`config.mk`:
```
export PLATFORM = sky130hd
export DESIGN_NAME = eeprom_loader_flat
export DESIGN_NICKNAME = d
export VERILOG_FILES = /design/src/rtl/eeprom_loader_if.sv /design/src/rtl/eeprom_loader.sv /design/src/flat_wrapper.sv
export SDC_FILE = /design/constraint.sdc
export NUM_CORES = 1
export LEC_CHECK = 0
export ABC_AREA = 0
export BUFFER_PORTS_ARGS = -buffer_cell sky130_fd_sc_hd__buf_2
export CORE_AREA = 2 2 117 119
export DETAILED_ROUTE_END_ITERATION = 10
export DIE_AREA = 0 0 119 121
export SKIP_LAST_GASP = 1
export SLEW_MARGIN = 20
export SYNTH_ARGS = -nofsm -noshare
export SYNTH_HDL_FRONTEND = slang
export SYNTH_SLANG_ARGS = --single-unit
```
`constraint.sdc`:
```
create_clock -name clk -period 2.69 [get_ports clk]
set_clock_uncertainty 0.2 [all_clocks]
set_input_delay 0.538 -clock clk [delete_from_list [all_inputs] [get_ports clk]]
set_output_delay 0.538 -clock clk [all_outputs]
set_load 0.005 [all_outputs]
```
`src/rtl/eeprom_loader_if.sv`:
```
// Bus bundle between the boot loader, the EEPROM reader port and the memory_bus write port.
interface eeprom_loader_if;
   logic [10:0] eeprom_address;
   logic        eeprom_strobe;
   logic        eeprom_ready;
   logic [7:0]  eeprom_data_out;
   logic [15:0] mem_address;
   logic [31:0] mem_write;
   logic [3:0]  mem_write_mask;
   logic        mem_bus_enable;
   logic        mem_write_enable;

   modport master (
      output eeprom_address, eeprom_strobe,
      input  eeprom_ready, eeprom_data_out,
      output mem_address, mem_write, mem_write_mask, mem_bus_enable, mem_write_enable
   );

   modport slave (
      input  eeprom_address, eeprom_strobe,
      output eeprom_ready, eeprom_data_out,
      input  mem_address, mem_write, mem_write_mask, mem_bus_enable, mem_write_enable
   );
endinterface

```
`src/rtl/eeprom_loader.sv`:
```
// Boot-time copier: reads BYTE_COUNT EEPROM bytes, packs them little-endian into words
// and writes them to RAM at LOAD_ADDRESS, then raises a sticky done (or error on timeout).
module eeprom_loader #(
   parameter int          BYTE_COUNT     = 2048,
   parameter logic [15:0] LOAD_ADDRESS   = 16'hc000,
   parameter int          TIMEOUT_CYCLES = 65535
) (
   input  logic clk,
   input  logic reset_n,
   input  logic start,
   output logic busy,
   output logic done,
   output logic error,
   eeprom_loader_if.master bus
);
   localparam int          TW      = $clog2(TIMEOUT_CYCLES + 1);
   localparam logic [11:0] BC      = 12'(BYTE_COUNT);
   localparam logic [TW-1:0] TMO_MAX = TW'(TIMEOUT_CYCLES);

   localparam logic [2:0] ST_IDLE    = 3'd0;
   localparam logic [2:0] ST_REQ     = 3'd1;
   localparam logic [2:0] ST_ACK     = 3'd2;
   localparam logic [2:0] ST_CAPTURE = 3'd3;
   localparam logic [2:0] ST_WRITE_0 = 3'd4;
   localparam logic [2:0] ST_WRITE_1 = 3'd5;
   localparam logic [2:0] ST_DONE    = 3'd6;
   localparam logic [2:0] ST_ERROR   = 3'd7;

   logic [2:0]    state_q, state_d;
   logic [11:0]   idx_q, idx_d;
   logic [31:0]   buf_q, buf_d;
   logic [3:0]    mask_q, mask_d;
   logic [8:0]    word_q, word_d;
   logic [TW-1:0] tmo_q, tmo_d;
   logic          busy_q, busy_d;
   logic          done_q, done_d;
   logic          error_q, error_d;
   logic          ready_meta_q, ready_sync_q;
   logic [11:0]   idx_inc;
   logic [1:0]    lane;
   logic          wr_cycle;

   assign idx_inc  = idx_q + 12'd1;
   assign lane     = idx_q[1:0];
   assign wr_cycle = (state_q == ST_WRITE_0);

   // eeprom_ready comes from the raw_clk domain; sync resets to idle-high so a
   // start straight after reset still waits for a real ready drop.
   always_ff @(posedge clk or negedge reset_n) begin
      if (!reset_n) begin
         ready_meta_q <= 1'b1;
         ready_sync_q <= 1'b1;
      end else begin
         ready_meta_q <= bus.eeprom_ready;
         ready_sync_q <= ready_meta_q;
      end
   end

   always_comb begin
      state_d = state_q;
      idx_d   = idx_q;
      buf_d   = buf_q;
      mask_d  = mask_q;
      word_d  = word_q;
      tmo_d   = tmo_q;
      busy_d  = busy_q;
      done_d  = done_q;
      error_d = error_q;
      case (state_q)
         ST_IDLE, ST_DONE, ST_ERROR: begin
            if (start) begin
               done_d  = 1'b0;
               error_d = 1'b0;
               idx_d   = '0;
               buf_d   = '0;
               mask_d  = 4'b1111;
               tmo_d   = '0;
               if (BC == 12'd0) begin
                  state_d = ST_DONE;
                  busy_d  = 1'b0;
                  done_d  = 1'b1;
               end else begin
                  state_d = ST_REQ;
                  busy_d  = 1'b1;
               end
            end
         end
         ST_REQ: begin
            if (!ready_sync_q) begin
               state_d = ST_ACK;
               tmo_d   = '0;
            end else if (tmo_q == TMO_MAX) begin
               state_d = ST_ERROR;
               busy_d  = 1'b0;
               error_d = 1'b1;
            end else begin
               tmo_d = tmo_q + TW'(1);
            end
         end
         ST_ACK: begin
            if (ready_sync_q) begin
               state_d = ST_CAPTURE;
            end else if (tmo_q == TMO_MAX) begin
               state_d = ST_ERROR;
               busy_d  = 1'b0;
               error_d = 1'b1;
            end else begin
               tmo_d = tmo_q + TW'(1);
            end
         end
         ST_CAPTURE: begin
            buf_d[8*lane +: 8] = bus.eeprom_data_out;
            mask_d[lane]       = 1'b0;
            idx_d              = idx_inc;
            word_d             = idx_q[10:2];
            if (lane == 2'd3 || idx_inc == BC) begin
               state_d = ST_WRITE_0;
            end else begin
               state_d = ST_REQ;
               tmo_d   = '0;
            end
         end
         ST_WRITE_0: state_d = ST_WRITE_1;
         ST_WRITE_1: begin
            buf_d  = '0;
            mask_d = 4'b1111;
            if (idx_q == BC) begin
               state_d = ST_DONE;
               busy_d  = 1'b0;
               done_d  = 1'b1;
            end else begin
               state_d = ST_REQ;
               tmo_d   = '0;
            end
         end
         default: state_d = ST_IDLE;
      endcase
   end

   always_ff @(posedge clk or negedge reset_n) begin
      if (!reset_n) begin
         state_q <= ST_IDLE;
         idx_q   <= '0;
         buf_q   <= '0;
         mask_q  <= 4'b1111;
         word_q  <= '0;
         tmo_q   <= '0;
         busy_q  <= 1'b0;
         done_q  <= 1'b0;
         error_q <= 1'b0;
      end else begin
         state_q <= state_d;
         idx_q   <= idx_d;
         buf_q   <= buf_d;
         mask_q  <= mask_d;
         word_q  <= word_d;
         tmo_q   <= tmo_d;
         busy_q  <= busy_d;
         done_q  <= done_d;
         error_q <= error_d;
      end
   end

   assign busy  = busy_q;
   assign done  = done_q;
   assign error = error_q;

   // Bus outputs are decoded from state so reset forces them idle without a clock edge.
   assign bus.eeprom_strobe    = (state_q == ST_REQ);
   assign bus.eeprom_address   = (state_q == ST_REQ) ? idx_q[10:0] : 11'd0;
   assign bus.mem_bus_enable   = wr_cycle;
   assign bus.mem_write_enable = wr_cycle;
   assign bus.mem_address      = wr_cycle ? (LOAD_ADDRESS + {5'd0, word_q, 2'b00}) : 16'd0;
   assign bus.mem_write        = wr_cycle ? buf_q : 32'd0;
   assign bus.mem_write_mask   = wr_cycle ? mask_q : 4'b1111;
endmodule

```
`src/flat_wrapper.sv`:
```
// flat-port wrapper written by rule: the top's interface ports become plain ports
module eeprom_loader_flat 
#(
   parameter int          BYTE_COUNT     = 2048,
   parameter logic [15:0] LOAD_ADDRESS   = 16'hc000,
   parameter int          TIMEOUT_CYCLES = 65535
)
  (clk, reset_n, start, busy, done, error, bus_eeprom_address, bus_eeprom_strobe, bus_eeprom_ready, bus_eeprom_data_out, bus_mem_address, bus_mem_write, bus_mem_write_mask, bus_mem_bus_enable, bus_mem_write_enable);
  eeprom_loader_if bus_i ();
  input  logic clk;
  input  logic reset_n;
  input  logic start;
  output logic busy;
  output logic done;
  output logic error;
  output wire logic [$bits(bus_i.eeprom_address)-1:0] bus_eeprom_address;
  output wire logic [$bits(bus_i.eeprom_strobe)-1:0] bus_eeprom_strobe;
  input wire logic [$bits(bus_i.eeprom_ready)-1:0] bus_eeprom_ready;
  input wire logic [$bits(bus_i.eeprom_data_out)-1:0] bus_eeprom_data_out;
  output wire logic [$bits(bus_i.mem_address)-1:0] bus_mem_address;
  output wire logic [$bits(bus_i.mem_write)-1:0] bus_mem_write;
  output wire logic [$bits(bus_i.mem_write_mask)-1:0] bus_mem_write_mask;
  output wire logic [$bits(bus_i.mem_bus_enable)-1:0] bus_mem_bus_enable;
  output wire logic [$bits(bus_i.mem_write_enable)-1:0] bus_mem_write_enable;
  assign bus_eeprom_address = bus_i.eeprom_address;
  assign bus_eeprom_strobe = bus_i.eeprom_strobe;
  assign bus_i.eeprom_ready = bus_eeprom_ready;
  assign bus_i.eeprom_data_out = bus_eeprom_data_out;
  assign bus_mem_address = bus_i.mem_address;
  assign bus_mem_write = bus_i.mem_write;
  assign bus_mem_write_mask = bus_i.mem_write_mask;
  assign bus_mem_bus_enable = bus_i.mem_bus_enable;
  assign bus_mem_write_enable = bus_i.mem_write_enable;
  eeprom_loader #(.BYTE_COUNT(BYTE_COUNT), .LOAD_ADDRESS(LOAD_ADDRESS), .TIMEOUT_CYCLES(TIMEOUT_CYCLES)) u_core (.clk(clk), .reset_n(reset_n), .start(start), .busy(busy), .done(done), .error(error), .bus(bus_i));
endmodule
```
# Yosys cells after proc, flatten, opt, wreduce, memory -nomap -nowiden
# Cells that the tools add are included.
# classes
add_sub_neg,4
eq_ne,17
bitwise_logic,2
muxes,40
n_lt_le_gt_ge,2
shift,2
n_reduce_logical,16
# op_table
cell,n
16-bit two-way mux,7
32-bit one-hot mux with 3 select lines,1
16-bit one-hot mux with 5 select lines,1
32-bit two-way mux,2
5-bit negation with 34-bit output,1
8-bit by 34-bit variable shift with 32-bit output (first input constant),1
8-bit by 34-bit indexed part select with 32-bit output,1
32-bit bitwise mux,1
12-bit == test (second input constant),2
12-bit one-hot mux with 2 select lines,1
3-bit two-way mux,6
3-bit one-hot mux with 6 select lines,1
15-bit by 12-bit adder with 16-bit output (first input constant),1
16-bit by 1-bit adder with 16-bit output (second input constant),1
16-bit == test (second input constant),1
12-bit by 1-bit adder with 12-bit output (second input constant),1
3-bit == test (second input constant),4
12-bit two-way mux,1
4-bit one-hot mux with 3 select lines,1
1-bit two-way mux,11
11-bit two-way mux,1
5-bit AND reduction,2
4-bit two-way mux,2
2-bit inequality test (second input constant),4
other kinds (23),28
# totals
reg_bits,81
inputBits,12
word_cells,94

# Depth between registers and ports, before layout
# Gate-level depths: netlist of the first run.
# logic_depth
depth_word,7
mapped_depth,8

# Worst setup path after synthesis of the first run
# Ideal clock, no wire load.
# synth_timing
kind,flip-flop to output port
start,register u_core.state_q[1]
end,output port bus_mem_write[10]
setup_slack_ns,0.390
required_time_ns,1.952
path_stages_with_launch,7
path_buffers,4
arrival_time_ns,1.562
path_cell_list,dfrtp_1 > buf_2 > clkbuf_1 > nor3_1 > buf_1 > clkbuf_1 > and2_1
# synth_via
elab_chain_len,2
# synth_rtl
item,line_no,text
from (decl),eeprom_loader.sv:29,"logic [2:0] state_q, state_d;"
from (signal assigned),eeprom_loader.sv:152,state_q <= state_d;
3-bit == test,eeprom_loader.sv:45,assign wr_cycle = (state_q == ST_WRITE_0);
32-bit two-way mux,eeprom_loader.sv:174,assign bus.mem_write = wr_cycle ? buf_q : 32'd0;
to (decl),flat_wrapper.sv:21,output wire logic [$bits(bus_i.mem_write)-1:0] bus_mem_write;
# Every way passes these cells.

# Final worst setup path of the first run
# layout_timing
start,register u_core.state_q[1]
end,output port bus_eeprom_address[4]
# layout_via
elab_chain_len,2
# layout_rtl
item,line_no,text
3-bit by 1-bit == test with 1-bit output,eeprom_loader.sv:170,assign bus.eeprom_address = (state_q == ST_REQ) ? idx_q[10:0] : 11'd0;
11-bit two-way mux,eeprom_loader.sv:170,
to (decl),flat_wrapper.sv:16,output wire logic [$bits(bus_i.eeprom_address)-1:0] bus_eeprom_address;
# Every way passes these cells.

==> flow_metrics.env, run 1 <==
export IMPL_ioPinCount=81
export IMPL_wl_um=10200
export IMPL_grt_first_pass_wirelength_um=17100
export IMPL_synthCells=448
export IMPL_drive_gt1_frac=0.239
export IMPL_grt_max_degree=44
export IMPL_status="complete, but fails checks"
export IMPL_gp_congestion=0.876
export IMPL_num_vias=3556
export IMPL_core_area_um2=13100
export IMPL_rsz0062_at_grt="no"
export IMPL_p_comb_frac=0.327
export IMPL_antennaDiodeCount=0
export IMPL_die_y_um=121
export IMPL_r2r_start="u_core.idx_q[1]"
export IMPL_critical_path_buf_inv_count=1
export IMPL_wire_per_inst_um=14.4
export IMPL_tritoncts="yes"
export IMPL_cts_buffers=9
export IMPL_die_area_um2=14400
export IMPL_finalSetupViolations=0
export IMPL_n_fill_cell=1294
export IMPL_regArea_um2=2040
export IMPL_p_seq_frac=0.385
export IMPL_p_switching_mw=1.70
export IMPL_r2r_setup_slack_ns=0.32
export IMPL_netlist_top_cells_area="dfrtp_1, and2_1, a22o_1"
export IMPL_finalCritPeriodShare=0.949
export IMPL_cp_slowest_cell="dfrtp_1"
export IMPL_clock_root_buffer="clkbuf_16"
export IMPL_slew_headroom=0.554
export IMPL_netlist_area_um2=4250
export IMPL_area_growth_pct=22.0
export IMPL_critPathLaunchType="flop"
export IMPL_postCtsHoldBufs=0
export IMPL_grt_usage=0.147
export IMPL_swShare=0.384
export IMPL_arrival_ns=1.81
export IMPL_ys_seq_elements=81
export IMPL_yosysSeqAreaShare=0.479
export IMPL_finalCoreUtilization=0.396
export IMPL_vias_per_cell=5.02
export IMPL_worst_pin_slew_ns=0.664
export IMPL_multi_input_area_um2=2050
export IMPL_reg2reg_to="u_core.tmo_q[13]"
export IMPL_cts_sinks=81
export IMPL_setup_tns_ns=0
export IMPL_ir_drop_v=0.000342
export IMPL_worstPathCellList="nand2b_1 -> nor2_4 -> and2_1 -> buf_2"
export IMPL_yosys_area_top_type="dfrtp_1"
export IMPL_htreeDepth=3
export IMPL_start_util=0.325
export IMPL_synth_top_area_frac=0.442
export IMPL_synth_edf_count=0
export IMPL_drt_first_pass_iters=4
export IMPL_max_freq_ghz=0.392
export IMPL_final_hold_violation_count=34
export IMPL_p_leak_nw=2.53
export IMPL_drcViolationCount=0
export IMPL_clk_pin_slew_ns=0.06
export IMPL_drt_initial_drc_count=385
export IMPL_cpPeakStageDelay_ns=0.59
export IMPL_violations="hold timing"
export IMPL_r2r_cells=7
export IMPL_numPortBuffers=75
export IMPL_fp_dieW_um=119
export IMPL_hold_slack_ns=-0.0232
export IMPL_place_hpwl_um=7200
export IMPL_p_int_mw=2.73
export IMPL_clock_latency_ns=0.34
export IMPL_final_antenna_net_count=0
export IMPL_rows=42
export IMPL_worstPathRequired_ns=1.95
export IMPL_critPathCaptureType="output pin"
export IMPL_overflow=0
export IMPL_clk_path_buf_depth=2
export IMPL_cp_max_fo=21
export IMPL_pwr_share_clk=0.288
export IMPL_ys_types=57
export IMPL_path_delay_family="simple AND/OR/NAND/NOR gates"
export IMPL_slew_viol_final=0
export IMPL_synth_warnings=0
export IMPL_period_minus_slack_ns=2.55
export IMPL_antenna_found_initial=0
export IMPL_powerDensity_nw_per_um2=855
export IMPL_grt_pass1_vias=3397
export IMPL_final_nets=545
export IMPL_worstSetupPathType="flop to output pin"
export IMPL_max_cap_violations=0
export IMPL_syn_avg_cell_area_um2=9.48
export IMPL_ys_flop_type="dfrtp_1"
export IMPL_hp_class="input pin to async pin"
export IMPL_async_flop_share=1.00
[synth_stat cells, types with 7 or more instances]
master    instances
a21o_1            7
a21oi_1          19
a22o_1           34
a31oi_1          11
and2_1           54
buf_4             8
clkbuf_1         12
dfrtp_1          75
inv_1            11
nand2_1          58
nand2b_1          8
nand3_1          16
nor2_1           14
nor3_1           11
o21ai_0          23
[power by group through the flow]
stage | Sequential (mW) | Clock [mW] | Combinational, mW
2_1_floorplan | 1.60 | 0 | 1.08
3_3_place_gp | 1.72 | 0 | 1.39
3_5_place_dp | 1.73 | 0 | 1.41
4_1_cts | 1.71 | 1.31 | 1.42
5_1_grt | 1.75 | 1.35 | 1.63
6_report | 1.71 | 1.28 | 1.45
[worst max-delay path by stage]
stage,to,cells after the start,startpoint
finish,bus_eeprom_address[4],4,u_core.state_q[1]
global route,bus_mem_write[6],4,u_core.state_q[1]
CTS,bus_eeprom_address[7],4,u_core.state_q[0]
detailed placement,u_core.tmo_q[0],7,u_core.idx_q[1]
global placement,u_core.tmo_q[0],7,u_core.idx_q[1]
floorplan,bus_mem_write[10],6,u_core.state_q[1]
[layer usage]
| metal | vias to the layer above | global-route usage | wire length (µm) |
|---|---|---|---|
| met3 | 10 | 0.0249 | 415 |
| met1 | 1706 | 0.207 | 5020 |
| met2 | 85 | 0.222 | 4580 |
| met4 | 0 | 0.0662 | 177 |
| met5 | - | 0 | 0 |
| li1 | 1755 | - | - |
[repair_timing]
item,in CTS,in global routing
gates resized for setup,2,4
setup endpoints to repair,41,46
setup buffers,0,4
endpoints found under the hold margin,0,0
[per-stage QoR]
step	power [mW]	instances	worst slack (ns)	hold WS, ns	area (µm²)
3_3_place_gp	3.11	688	0.313	0.145	4830
5_1_grt	4.73	708	0.00475	0.0320	5180
3_5_place_dp	3.14	688	0.212	0.147	4830
2_1_floorplan	2.69	452	0.390	0.0424	4260
6_report	4.43	708	0.138	-0.0232	5180
4_1_cts	4.44	704	0.0508	0.00196	5140
[worst register-to-register path, stage by stage (launching register included)]
cell and delay [ns]:
dfrtp_1 0.44, inv_1 0.14, ha_1 0.26, nor4b_1 0.43, nand4_1 0.20, o31a_2 0.26
o21a_1 0.15, o22a_1 0.18
[state kept, by name, summed over array words and instances, names as in the netlist]
register and flops:
u_core.buf_q 32, u_core.tmo_q 16, u_core.idx_q 12, u_core.word_q 9, u_core.mask_q 4, u_core.state_q 3, u_core.busy 1, u_core.done 1
u_core.error 1, u_core.ready_meta_q 1, u_core.ready_sync_q 1
[logic make-up after synthesis]
kind of cell | count (synthesis) | share of synthesized area
compound gates | 126 | 0.207
xor+xnor | 2 | 0.00412
fa+ha+maj | 6 | 0.0177
buf+inv | 40 | 0.0462
flops | 81 | 0.479
mux | 3 | 0.00766
other cells | 1 | 0.000883
simple gates | 189 | 0.237
[area by class of cell]
cell class,instances,area share
Clock buffer,9,0.0434
Clock inverter,7,0.0164
Multi-Input combinational cell,331,0.395
Sequential cell,81,0.393
Inverter,11,0.00797
Timing Repair Buffer,93,0.102
Tap cell,176,0.0425
[cells in the final DEF, fill, tap and decap left out, types with 7 or more instances in the layout]
| master | netlist | layout |
|---|---|---|
| buf_2 | 6 | 74 |
| a21oi_1 | 19 | 19 |
| nand3_1 | 16 | 16 |
| a31oi_1 | 11 | 11 |
| nand2_1 | 58 | 58 |
| nor3_1 | 11 | 10 |
| dfrtp_1 | 75 | 73 |
| clkbuf_16 | 0 | 9 |
| inv_1 | 11 | 11 |
| o21ai_0 | 23 | 23 |
| nand2b_1 | 8 | 8 |
| nor2_1 | 14 | 13 |
| a21o_1 | 7 | 7 |
| and2_1 | 54 | 54 |
| a22o_1 | 34 | 34 |
| buf_4 | 8 | 17 |
No activity file was read; power rests on OpenSTA's default activity.
==> inputs of run 2 (changes only) <==
- CTS_CLUSTER_DIAMETER: default -> 40
- GPL_TIMING_DRIVEN: default -> 0
==> flow_metrics.env, run 2 (synthesis results as in run 1) <==
export IMPL_numPortBuffers=75
export IMPL_grt_pass1_vias=3485
export IMPL_finalSetupViolations=0
export IMPL_finalCritPeriodShare=0.970
export IMPL_cpPeakStageDelay_ns=0.37
export IMPL_grt_first_pass_wirelength_um=17500
export IMPL_post_dp_cell_area_um2=4890
export IMPL_drcViolationCount=0
export IMPL_fp_dieW_um=119
export IMPL_crit_start="u_core.state_q[0]"
export IMPL_drt_first_pass_iters=5
export IMPL_max_freq_ghz=0.383
export IMPL_status="completed"
export IMPL_slew_viol_final=0
export IMPL_worstHoldStart="bus_eeprom_ready"
export IMPL_antennaDiodeCount=0
export IMPL_largest_reg_flops=32
export IMPL_critPathLaunchType="flop"
export IMPL_hp_class="input pin to flop"
export IMPL_mostFrequentLayoutCell="buf_2"
export IMPL_clk_pin_slew_ns=0.07
export IMPL_cts_buffers=9
export IMPL_place_hpwl_um=7710
export IMPL_num_vias=3695
export IMPL_final_nets=562
export IMPL_htreeDepth=3
export IMPL_die_y_um=121
export IMPL_grt_usage=0.149
export IMPL_final_hold_violation_count=0
export IMPL_max_cap_violations=0
export IMPL_cts_sinks=81
export IMPL_drt_initial_drc_count=302
export IMPL_antenna_found_initial=0
export IMPL_drive_gt1_frac=0.244
export IMPL_cp_max_fo=10
export IMPL_core_area_um2=13100
export IMPL_reg_largest_list="u_core.buf_q: 32 flops, u_core.tmo_q: 16 flops, u_core.idx_q: 12 flops"
export IMPL_grt_max_degree=52
export IMPL_period_minus_slack_ns=2.61
export IMPL_path_delay_family="buffers and inverters"
export IMPL_powerDensity_nw_per_um2=858
export IMPL_wire_per_inst_um=14.6
export IMPL_die_area_um2=14400
export IMPL_gp_congestion=0.845
export IMPL_rsz0062_at_grt="yes"
export IMPL_clock_latency_ns=0.34
export IMPL_final_antenna_net_count=0
export IMPL_clock_root_buffer="clkbuf_16"
export IMPL_vias_per_cell=5.10
export IMPL_clk_path_buf_depth=2
export IMPL_critical_path_buf_inv_count=5
export IMPL_mostFrequentLayoutCells="buf_2, dfrtp_1, nand2_1, and2_1, a22o_1"
export IMPL_worstPathRequired_ns=1.95
export IMPL_tritoncts="yes"
export IMPL_ir_drop_v=0.000374
export IMPL_critPathCaptureType="output pin"
export IMPL_ioPinCount=81
export IMPL_cp_slowest_cell="dfrtp_1"
export IMPL_worstPathCellList="buf_6 -> buf_2 -> nor3_4 -> buf_6 -> buf_2 -> and2_1 -> buf_2"
export IMPL_slew_headroom=0.389
export IMPL_area_growth_pct=24.9
export IMPL_design_area_um2=5310
export IMPL_r2r_start="u_core.idx_q[0]"
export IMPL_start_util=0.325
export IMPL_finalCoreUtilization=0.405
export IMPL_p_leak_nw=2.60
export IMPL_worst_pin_slew_ns=0.909
export IMPL_overflow=0
export IMPL_worstSetupPathType="flop to output pin"
export IMPL_wl_um=10600
export IMPL_path_common_cell="buf_2"
export IMPL_rows=42
export IMPL_arrival_ns=1.87
export IMPL_largest_register="u_core.buf_q"
run 2: area by class of cell:
cell class	count	area [µm²]
buffer	28	166
clock buffer	9	225
clock inverter	7	106
fill	1311	7780
inverter	11	41.3
multi-input combinational	331	2060
sequential	81	2030
tap	176	220
timing repair buffer	82	453
run 2: repair_timing:
action | CTS | global route
endpoints found under the hold margin | 28 | 0
gates resized for setup | 8 | 9
buffers inserted | 1 | 4
endpoints found under the setup margin | 61 | 54
hold buffers | 1 | 0
pin swaps | 0 | 1
run 2: layer usage:
| layer | global-route usage | wire [µm] |
|---|---|---|
| met3 | 0.0310 | 594 |
| met2 | 0.239 | 4930 |
| met1 | 0.204 | 4970 |
| met4 | 0.0446 | 130 |
| met5 | 0 | 0 |
run 2: worst paths after layout:
kind                                       end  slack, ns  depth (start not counted)
setup / recovery             bus_mem_write[14]       0.08                          7
hold / removal             u_core.ready_meta_q       0.09                          1
setup reg to reg              u_core.tmo_q[14]       0.13                          8
max in group asynchronous     u_core.mask_q[1]       1.17                          3
min in group asynchronous     u_core.word_q[0]       0.49                          2
hold reg to reg            u_core.ready_sync_q       0.16                          0
run 2: worst reg2reg max path, delay by kind of cell, from the launching register on:
kind	cells	cell delay, ns
AND/OR/NAND/NOR	2	0.55
AO/OA/AOI/OAI	3	0.50
flip-flops	1	0.49
buffers and inverters	2	0.43
adder cells (fa/ha/maj)	1	0.28
run 2: stage by stage:
step                hold slack (ns)  cells  power, mW  worst slack (ns)  setup TNS [ns]
floorplan                    0.0424    452       2.69             0.390               0
global placement              0.146    703       3.12            -0.248           -5.19
detailed placement            0.147    704       3.17            -0.229           -5.42
CTS                          0.0864    721       4.56           0.00682               0
global route                 0.0836    725       4.86            -0.122          -0.131
finish                       0.0905    725       4.55            0.0817               0
run 2: power breakdown:
| group | internal (mW) | switching, mW | leakage [nW] |
|---|---|---|---|
| logic | 0.547 | 0.991 | 1.34 |
| registers | 1.45 | 0.199 | 1.10 |
| clock network | 0.831 | 0.538 | 0.163 |
